## src/rtl/mod_div_6b.sv

```systemverilog
// mod_div_6b: sequential 6-bit signed restoring divider, one quotient bit per clock.
module mod_div_6b (
  input  logic       CLK,
  input  logic       RST,
  input  logic       START,
  input  logic [5:0] A,
  input  logic [5:0] B,
  output logic [5:0] Q,
  output logic [5:0] R,
  output logic       BUSY,
  output logic       DONE,
  output logic       DIV0,
  output logic       OF
);
  localparam logic [1:0] IDLE = 2'd0;
  localparam logic [1:0] CALC = 2'd1;
  localparam logic [1:0] SIGN = 2'd2;
  logic [1:0] state;
  logic [2:0] cnt;
  logic [5:0] d, bm, p;
  logic [6:0] p_sh, t;
  logic sa, sq;
  // d starts as |A| and fills with quotient bits as the dividend shifts out
  always_comb begin
    p_sh = {p, d[5]};
    t = p_sh - {1'b0, bm};
  end
  assign BUSY = state != IDLE;
  always_ff @(posedge CLK) begin
    if (RST) begin
      state <= IDLE;
      cnt <= 3'd0;
      d <= 6'd0;
      bm <= 6'd0;
      p <= 6'd0;
      sa <= 1'b0;
      sq <= 1'b0;
      Q <= 6'd0;
      R <= 6'd0;
      DONE <= 1'b0;
      DIV0 <= 1'b0;
      OF <= 1'b0;
    end else begin
      DONE <= 1'b0;
      case (state)
        IDLE: if (START) begin
          if (B == 6'd0) begin
            Q <= 6'd0;
            R <= A;
            DIV0 <= 1'b1;
            OF <= 1'b0;
            DONE <= 1'b1;
          end else begin
            d <= A[5] ? -A : A;
            bm <= B[5] ? -B : B;
            sa <= A[5];
            sq <= A[5] ^ B[5];
            p <= 6'd0;
            cnt <= 3'd0;
            state <= CALC;
          end
        end
        CALC: begin
          p <= t[6] ? p_sh[5:0] : t[5:0];
          d <= {d[4:0], ~t[6]};
          cnt <= cnt + 3'd1;
          if (cnt == 3'd5) state <= SIGN;
        end
        SIGN: begin
          Q <= sq ? -d : d;
          R <= sa ? -p : p;
          OF <= (d == 6'd32) && !sq;
          DIV0 <= 1'b0;
          DONE <= 1'b1;
          state <= IDLE;
        end
        default: state <= IDLE;
      endcase
    end
  end
endmodule

```

## config.mk

```make
export PLATFORM = sky130hd
export DESIGN_NAME = mod_div_6b
export DESIGN_NICKNAME = d
export VERILOG_FILES = /design/src/rtl/mod_div_6b.sv
export SDC_FILE = /design/constraint.sdc
export NUM_CORES = 1
export LEC_CHECK = 0
export CAP_MARGIN = 5
export CORE_ASPECT_RATIO = 0.75
export CORE_MARGIN = 2
export CORE_UTILIZATION = 50
export CTS_CLUSTER_SIZE = 16
export DETAILED_ROUTE_END_ITERATION = 6
export PLACE_DENSITY = 0.79
export SETUP_SLACK_MARGIN = 0.3
export SLEW_MARGIN = 20
export SYNTH_ARGS = -nofsm -noshare
export SYNTH_HDL_FRONTEND = slang
export SYNTH_SLANG_ARGS = --single-unit
export TNS_END_PERCENT = 10
```

## constraint.sdc

```tcl
create_clock -name CLK -period 3.6 [get_ports CLK]
set_input_delay 1.08 -clock CLK [delete_from_list [all_inputs] [get_ports CLK]]
set_output_delay 1.08 -clock CLK [all_outputs]
set_load 0.02 [all_outputs]
```

Yosys cells after proc, flatten, opt, wreduce, memory -nomap -nowiden
Cells that the tools add are included.
{"block": "totals", "ff_bits": 40, "in_bits": 15, "out_inout_bits": 16, "wordCells": 73}
{"block": "classes", "n_addsub": 6, "n_eq_ne": 8, "mux": 33, "n_bitwise": 3, "reduce_logical": 11}
{"operator": "2-to-1 mux 6 bit", "n": 13}
{"operator": "one-hot mux 6 bit (2 select lines)", "n": 4}
{"operator": "negation 6 bit", "n": 4}
{"operator": "AND reduction 3 bit", "n": 4}
{"operator": "inequality test 2 bit, second input constant", "n": 4}
{"operator": "subtractor 7 x 6 -> 7 bit", "n": 1}
{"operator": "== test 6 bit, second input constant", "n": 1}
{"operator": "logical NOT 6 bit", "n": 1}
{"operator": "2-to-1 mux 1 bit", "n": 6}
{"operator": "2-to-1 mux 2 bit", "n": 3}
{"operator": "2-to-1 mux 3 bit", "n": 2}
{"operator": "one-hot mux 1 bit (2 select lines)", "n": 3}
{"operator": "one-hot mux 3 bit (2 select lines)", "n": 1}
{"operator": "nonzero test 2 bit", "n": 3}
{"operator": "one-hot mux 2 bit (2 select lines)", "n": 1}
{"operator": "adder 3 x 1 -> 3 bit, second input constant", "n": 1}
{"operator": "== test 3 bit, second input constant", "n": 1}
{"operator": "== test 2 x 1 -> 1 bit, second input constant", "n": 1}
{"operator": "== test 2 bit, second input constant", "n": 1}
{"operator": "logical NOT 2 bit", "n": 1}
{"operator": "NOT 1 bit", "n": 2}
{"operator": "logical AND 1 bit", "n": 1}
{"operator": "logical NOT 1 bit", "n": 1}
{"operator": "XOR 1 bit", "n": 1}

Depth between registers and ports, before layout
{"block": "depth", "depth_word": 5, "ltp_mapped": 9, "mapped_depth_nobuf": 9}

Least setup slack after synthesis
Ideal clock, no wire load.
{"block": "synth_timing", "kind": "input to register", "start": "input B[0]", "end": "register R[2]", "setup_time_ns": 0.128, "arrival_time_ns": 2.794, "t_required_ns": 3.472, "setup_slack_ns": 0.678, "path_stages": 7, "path_buffers": 0, "path_cell_list": "inv_1 > ha_1 > or3b_4 > or4b_4 > a21o_1 > a222oi_1 > nor2_1"}
{"block": "synth_via", "elab_chain_len": 3}
{"element": "from (decl)", "line_no": "7", "text": "input logic [5:0] B,"}
{"element": "logical NOT 6 bit", "line_no": "47", "text": "if (B == 6'd0) begin"}
{"element": "inequality test 2 bit (no source line)"}
{"element": "AND reduction 3 bit (no source line)"}
{"element": "to (signal assigned)", "line_no": "71", "text": "R <= sa ? -p : p;"}
{"element": "to (decl)", "line_no": "9", "text": "output logic [5:0] R,"}
Every way passes these cells.
A chain may end at the register's enable or synchronous reset.

Final worst setup path
{"block": "layout_timing", "start": "input B[0]", "end": "register R[3]"}
The elaborated chain is that of the path after synthesis.

==> impl_table.tex <==
\begin{tabular}{lr}
\hline
Metric & Value \\
\hline
\multicolumn{2}{l}{\textbf{Outcome}} \\
Result of the run & finished clean \\
\multicolumn{2}{l}{\textbf{Timing}} \\
Worst setup skew after layout & approximately 0.008 ns \\
Final setup violation count & 0 \\
Headroom to the max-slew limit & 0.412 \\
Top achievable clock speed & between 300 and 400 MHz \\
Count of endpoints failing hold in the final timing report & 0 \\
Tightest Pin Transition & $\sim$0.88 ns \\
Final critical delay including setup and external delays & between 3 and 4 ns \\
Unrepaired setup endpoints after global routing & false \\
Share of the cycle needed by the critical path after routing & 0.894 \\
Max Slew Vio Count & 0 \\
Setup total negative slack & 0 ns \\
Worst hold slack across all endpoints & about 0.46 ns \\
\multicolumn{2}{l}{\textbf{Critical path}} \\
Kind of start point of the critical path & primary input \\
Number of cells on the worst reg-to-reg path & 9 \\
Data required time at the worst endpoint & 3.76 ns \\
Crit path buf inv count & 2 \\
Reg2reg end & p[3] \\
Critical path fanouts, max & 8 \\
Worst setup path end & R[3] \\
Crit path max-delay family & simple AND/OR/NAND/NOR gates \\
Type of element capturing the critical path & register \\
R2R setup slack & around 1.2 ns \\
Longest individual stage delay on the worst path & about 0.56 ns \\
RR Startpoint & d[5] \\
Category of the critical setup timing path & in -> reg \\
Launch point of the worst path & B[0] \\
Worst endpoint data arrival time & roughly 3.4 ns \\
Critical-path cell with the highest stage delay & or4b\_4 \\
Depth of the critical timing path with buffers and inverters included & 8 \\
Critical Path, Cell by Cell & clkdlybuf4s50\_1 > inv\_1 > ha\_1 > or3b\_4 > or4b\_4 > a21o\_4 > a222oi\_1 > nor2\_1 \\
\multicolumn{2}{l}{\textbf{Die}} \\
Number of core rows & 21 \\
Initial cell density of the core & 0.524 \\
Placeable core region & $\sim$4500 µm² \\
Overall die height & roughly 64 µm \\
Horiz. Die Dim & 83.5 µm \\
Die area & 5310 µm² \\
Ports & 31 \\
\multicolumn{2}{l}{\textbf{Clocking}} \\
Clock Pin Slew Worst Setup and Hold Paths & about 0.08 ns \\
Post-CTS Hold Fix Bufs & 0 \\
Clock tree from TritonCTS & done \\
Level count of the clock H-tree & 2 \\
Num CTS Buffers & 5 \\
Number of setup buffers added after CTS & 0 \\
Clock tree root driver cell & clkbuf\_8 \\
Number of sinks handled by clock tree synthesis & 40 \\
Insertion delay to the later sink of the worst-skew pair & approximately 0.29 ns \\
Number of buffers between clock root and the deepest sink & 2 \\
\multicolumn{2}{l}{\textbf{Synthesis}} \\
Number of enable-type register cells in the synthesized netlist & 0 \\
Warnings from Yosys & 0 \\
Average cell area after synthesis & 8.17 µm² \\
Top FF cell, synth & dfxtp\_1 \\
Cell types with the largest area share after synthesis & dfxtp\_1 (34\%), nor2\_1 (7.3\%), ha\_1 (6.3\%) \\
Synthesized area & between 2000 and 2500 µm² \\
Biggest area consumer among synthesized cells & dfxtp\_1 \\
Mapped Nets & about 320 \\
Instance count of the mapped netlist & 290 \\
Number of register bits inferred by synthesis & 40 \\
Async set or reset register ratio after synthesis & 0 \\
Register area share after synthesis & 0.338 \\
Share of Yosys cell area claimed by the top area cell type & 0.338 \\
Number of distinct library cell variants in the gate-level netlist after synthesis & about 50 \\
\multicolumn{2}{l}{\textbf{Finish}} \\
Finished layout cell area & about 2800 µm² \\
Filler instances & 400 \\
Fin nets & around 350 \\
Diode insertion count for antenna repair & 0 \\
Ratio of cells with drive above 1 in the final layout & 0.0564 \\
Area added between synthesis and finish & 19.3\% \\
\multicolumn{2}{l}{\textbf{Drt}} \\
Drc violations & 0 \\
Wire length reported by the detailed router & $\sim$5.6 mm \\
Number of DRC markers after the initial detailed-route iteration & roughly 240 \\
Highest metal layer used by the detailed router & met4 \\
Count of TritonRoute iterations in the first routing pass & 6 \\
Wire length on met3 & roughly 430 µm \\
Remaining number of nets flagged by the antenna check after routing & 0 \\
Via total after detailed routing & $\sim$2.2k \\
Total met2 wirelength after detailed routing & between 2 and 2.5 mm \\
Average detailed-routed wire length per instance & about 15 µm \\
Routed length on met1 & 2.74 mm \\
Routed via count divided by cell count & $\sim$5.7 \\
\multicolumn{2}{l}{\textbf{Global routing}} \\
Antenna violations before repair & 0 \\
Via count of the first global-routing pass & 1914 \\
Largest net degree at the start of global routing & 22 \\
Residual overflow from global routing & 0 \\
Total GRT Usage & 0.218 \\
First-pass GRT wire length & just over 9 mm \\
\multicolumn{2}{l}{\textbf{Min path}} \\
Classification of the worst-slack hold path & reg -> reg \\
\multicolumn{2}{l}{\textbf{Placement}} \\
Port bufs & 30 \\
DPL Wire Length & 4.23 mm \\
RePlAce Congestion & 0.903 \\
Instance area at placement & $\sim$2700 µm² \\
\multicolumn{2}{l}{\textbf{Power}} \\
Total Power Consumption & between 1 and 1.5 mW \\
Worst supply voltage drop on vdd & a little over 0.0002 V \\
P\_leak & 1.07 nW \\
Pwr dens & between 300 and 400 nW/µm² \\
\multicolumn{2}{l}{\textbf{Run}} \\
Number of max-cap violations & 0 \\
\hline
\end{tabular}
[state kept, by name, summed over array words and instances (netlist names)]
register,count
d,6
DIV0,1
cnt,3
sa,1
state,2
OF,1
p,6
R,6
DONE,1
Q,6
sq,1
bm,6
[worst reg2reg max path, cell delays in order, from the launching register on]
cell and delay [ns]:
dfxtp_1 0.38, inv_1 0.10, ha_1 0.22, inv_1 0.07, fa_1 0.22, a211oi_1 0.11
or4b_2 0.65, nand4_2 0.23, mux2i_1 0.21, o21ai_0 0.11
[kinds of logic after synthesis]
group	after synthesis	share of synthesized area
adder cells (fa/ha/maj)	13	0.0718
AO/OA/AOI/OAI	77	0.223
multiplexers	10	0.0428
buffers and inverters	32	0.0544
flip-flops	40	0.338
XOR/XNOR	18	0.0666
AND/OR/NAND/NOR	100	0.203
[through the flow]
step | setup WS (ns) | cells | utilization
floorplan | 0.678 | 290 | -
global placement | 0.0737 | 368 | 0.599
detailed placement | 0.0267 | 368 | 0.599
CTS | 0.324 | 376 | 0.623
global route | 0.290 | 376 | 0.625
finish | 0.381 | 376 | 0.625
[final cells by class]
class / instances / area [µm²] / area share
Inverter: 20 / 75.1 / 0.0266
Sequential cell: 40 / 801 / 0.283
Multi-Input combinational cell: 218 / 1450 / 0.513
Tap cell: 57 / 71.3 / 0.0252
Timing Repair Buffer: 33 / 323 / 0.114
Clock inverter: 2 / 35.0 / 0.0124
Clock buffer: 6 / 72.6 / 0.0257
[layout by cell type (no fill, tap or decap), types with 10 or more instances in the layout]
cell type,Yosys,final
inv_1,20,20
nand2_1,20,20
ha_1,12,12
a211oi_1,10,10
o21ai_0,13,13
xnor2_1,11,11
nor2_1,46,45
dfxtp_1,40,40
a21oi_1,13,13
clkdlybuf4s50_1,0,30
[power by group]
group | internal, mW | switching (mW)
combinational | 0.115 | 0.142
clock | 0.206 | 0.152
sequential | 0.463 | 0.0294
total | 0.784 | 0.323
[routing by layer]
| layer | vias up | global-route usage |
|---|---|---|
| met4 | 0 | 0.0403 |
| met5 | - | 0 |
| met3 | 2 | 0.0603 |
| met2 | 83 | 0.317 |
| met1 | 977 | 0.325 |
| li1 | 1090 | - |
[synthesized netlist by cell type, types with 3 or more instances]
master,instances
nand2b_1,9
ha_1,12
inv_1,20
o21ai_0,13
o31ai_1,6
a22oi_1,9
xor2_1,7
a222oi_1,3
a21oi_1,13
nor2_1,46
nand3_1,3
nor3_1,5
clkbuf_1,10
nand2_1,20
dfxtp_1,40
nor2b_1,3
a31oi_1,3
mux2i_1,9
xnor2_1,11
a211oi_1,10
[worst min-delay path by stage]
| stage | cells after the start | from | end | slack (ns) |
|---|---|---|---|---|
| 5_1_grt | 2 | R[0] | R[0] | 0.49 |
| 4_1_cts | 2 | R[0] | R[0] | 0.47 |
| 2_1_floorplan | 2 | cnt[2] | state[1] | 0.44 |
| 3_5_place_dp | 2 | R[0] | R[0] | 0.45 |
| 6_report | 2 | R[0] | R[0] | 0.46 |
| 3_3_place_gp | 2 | R[1] | R[1] | 0.46 |
[repair_timing]
item | in CTS | in global routing
resized for setup | 0 | 2
setup endpoints to repair | 0 | 8
endpoints found under the hold margin | 0 | 0
Note: power is estimated with default switching activity, not from simulation.
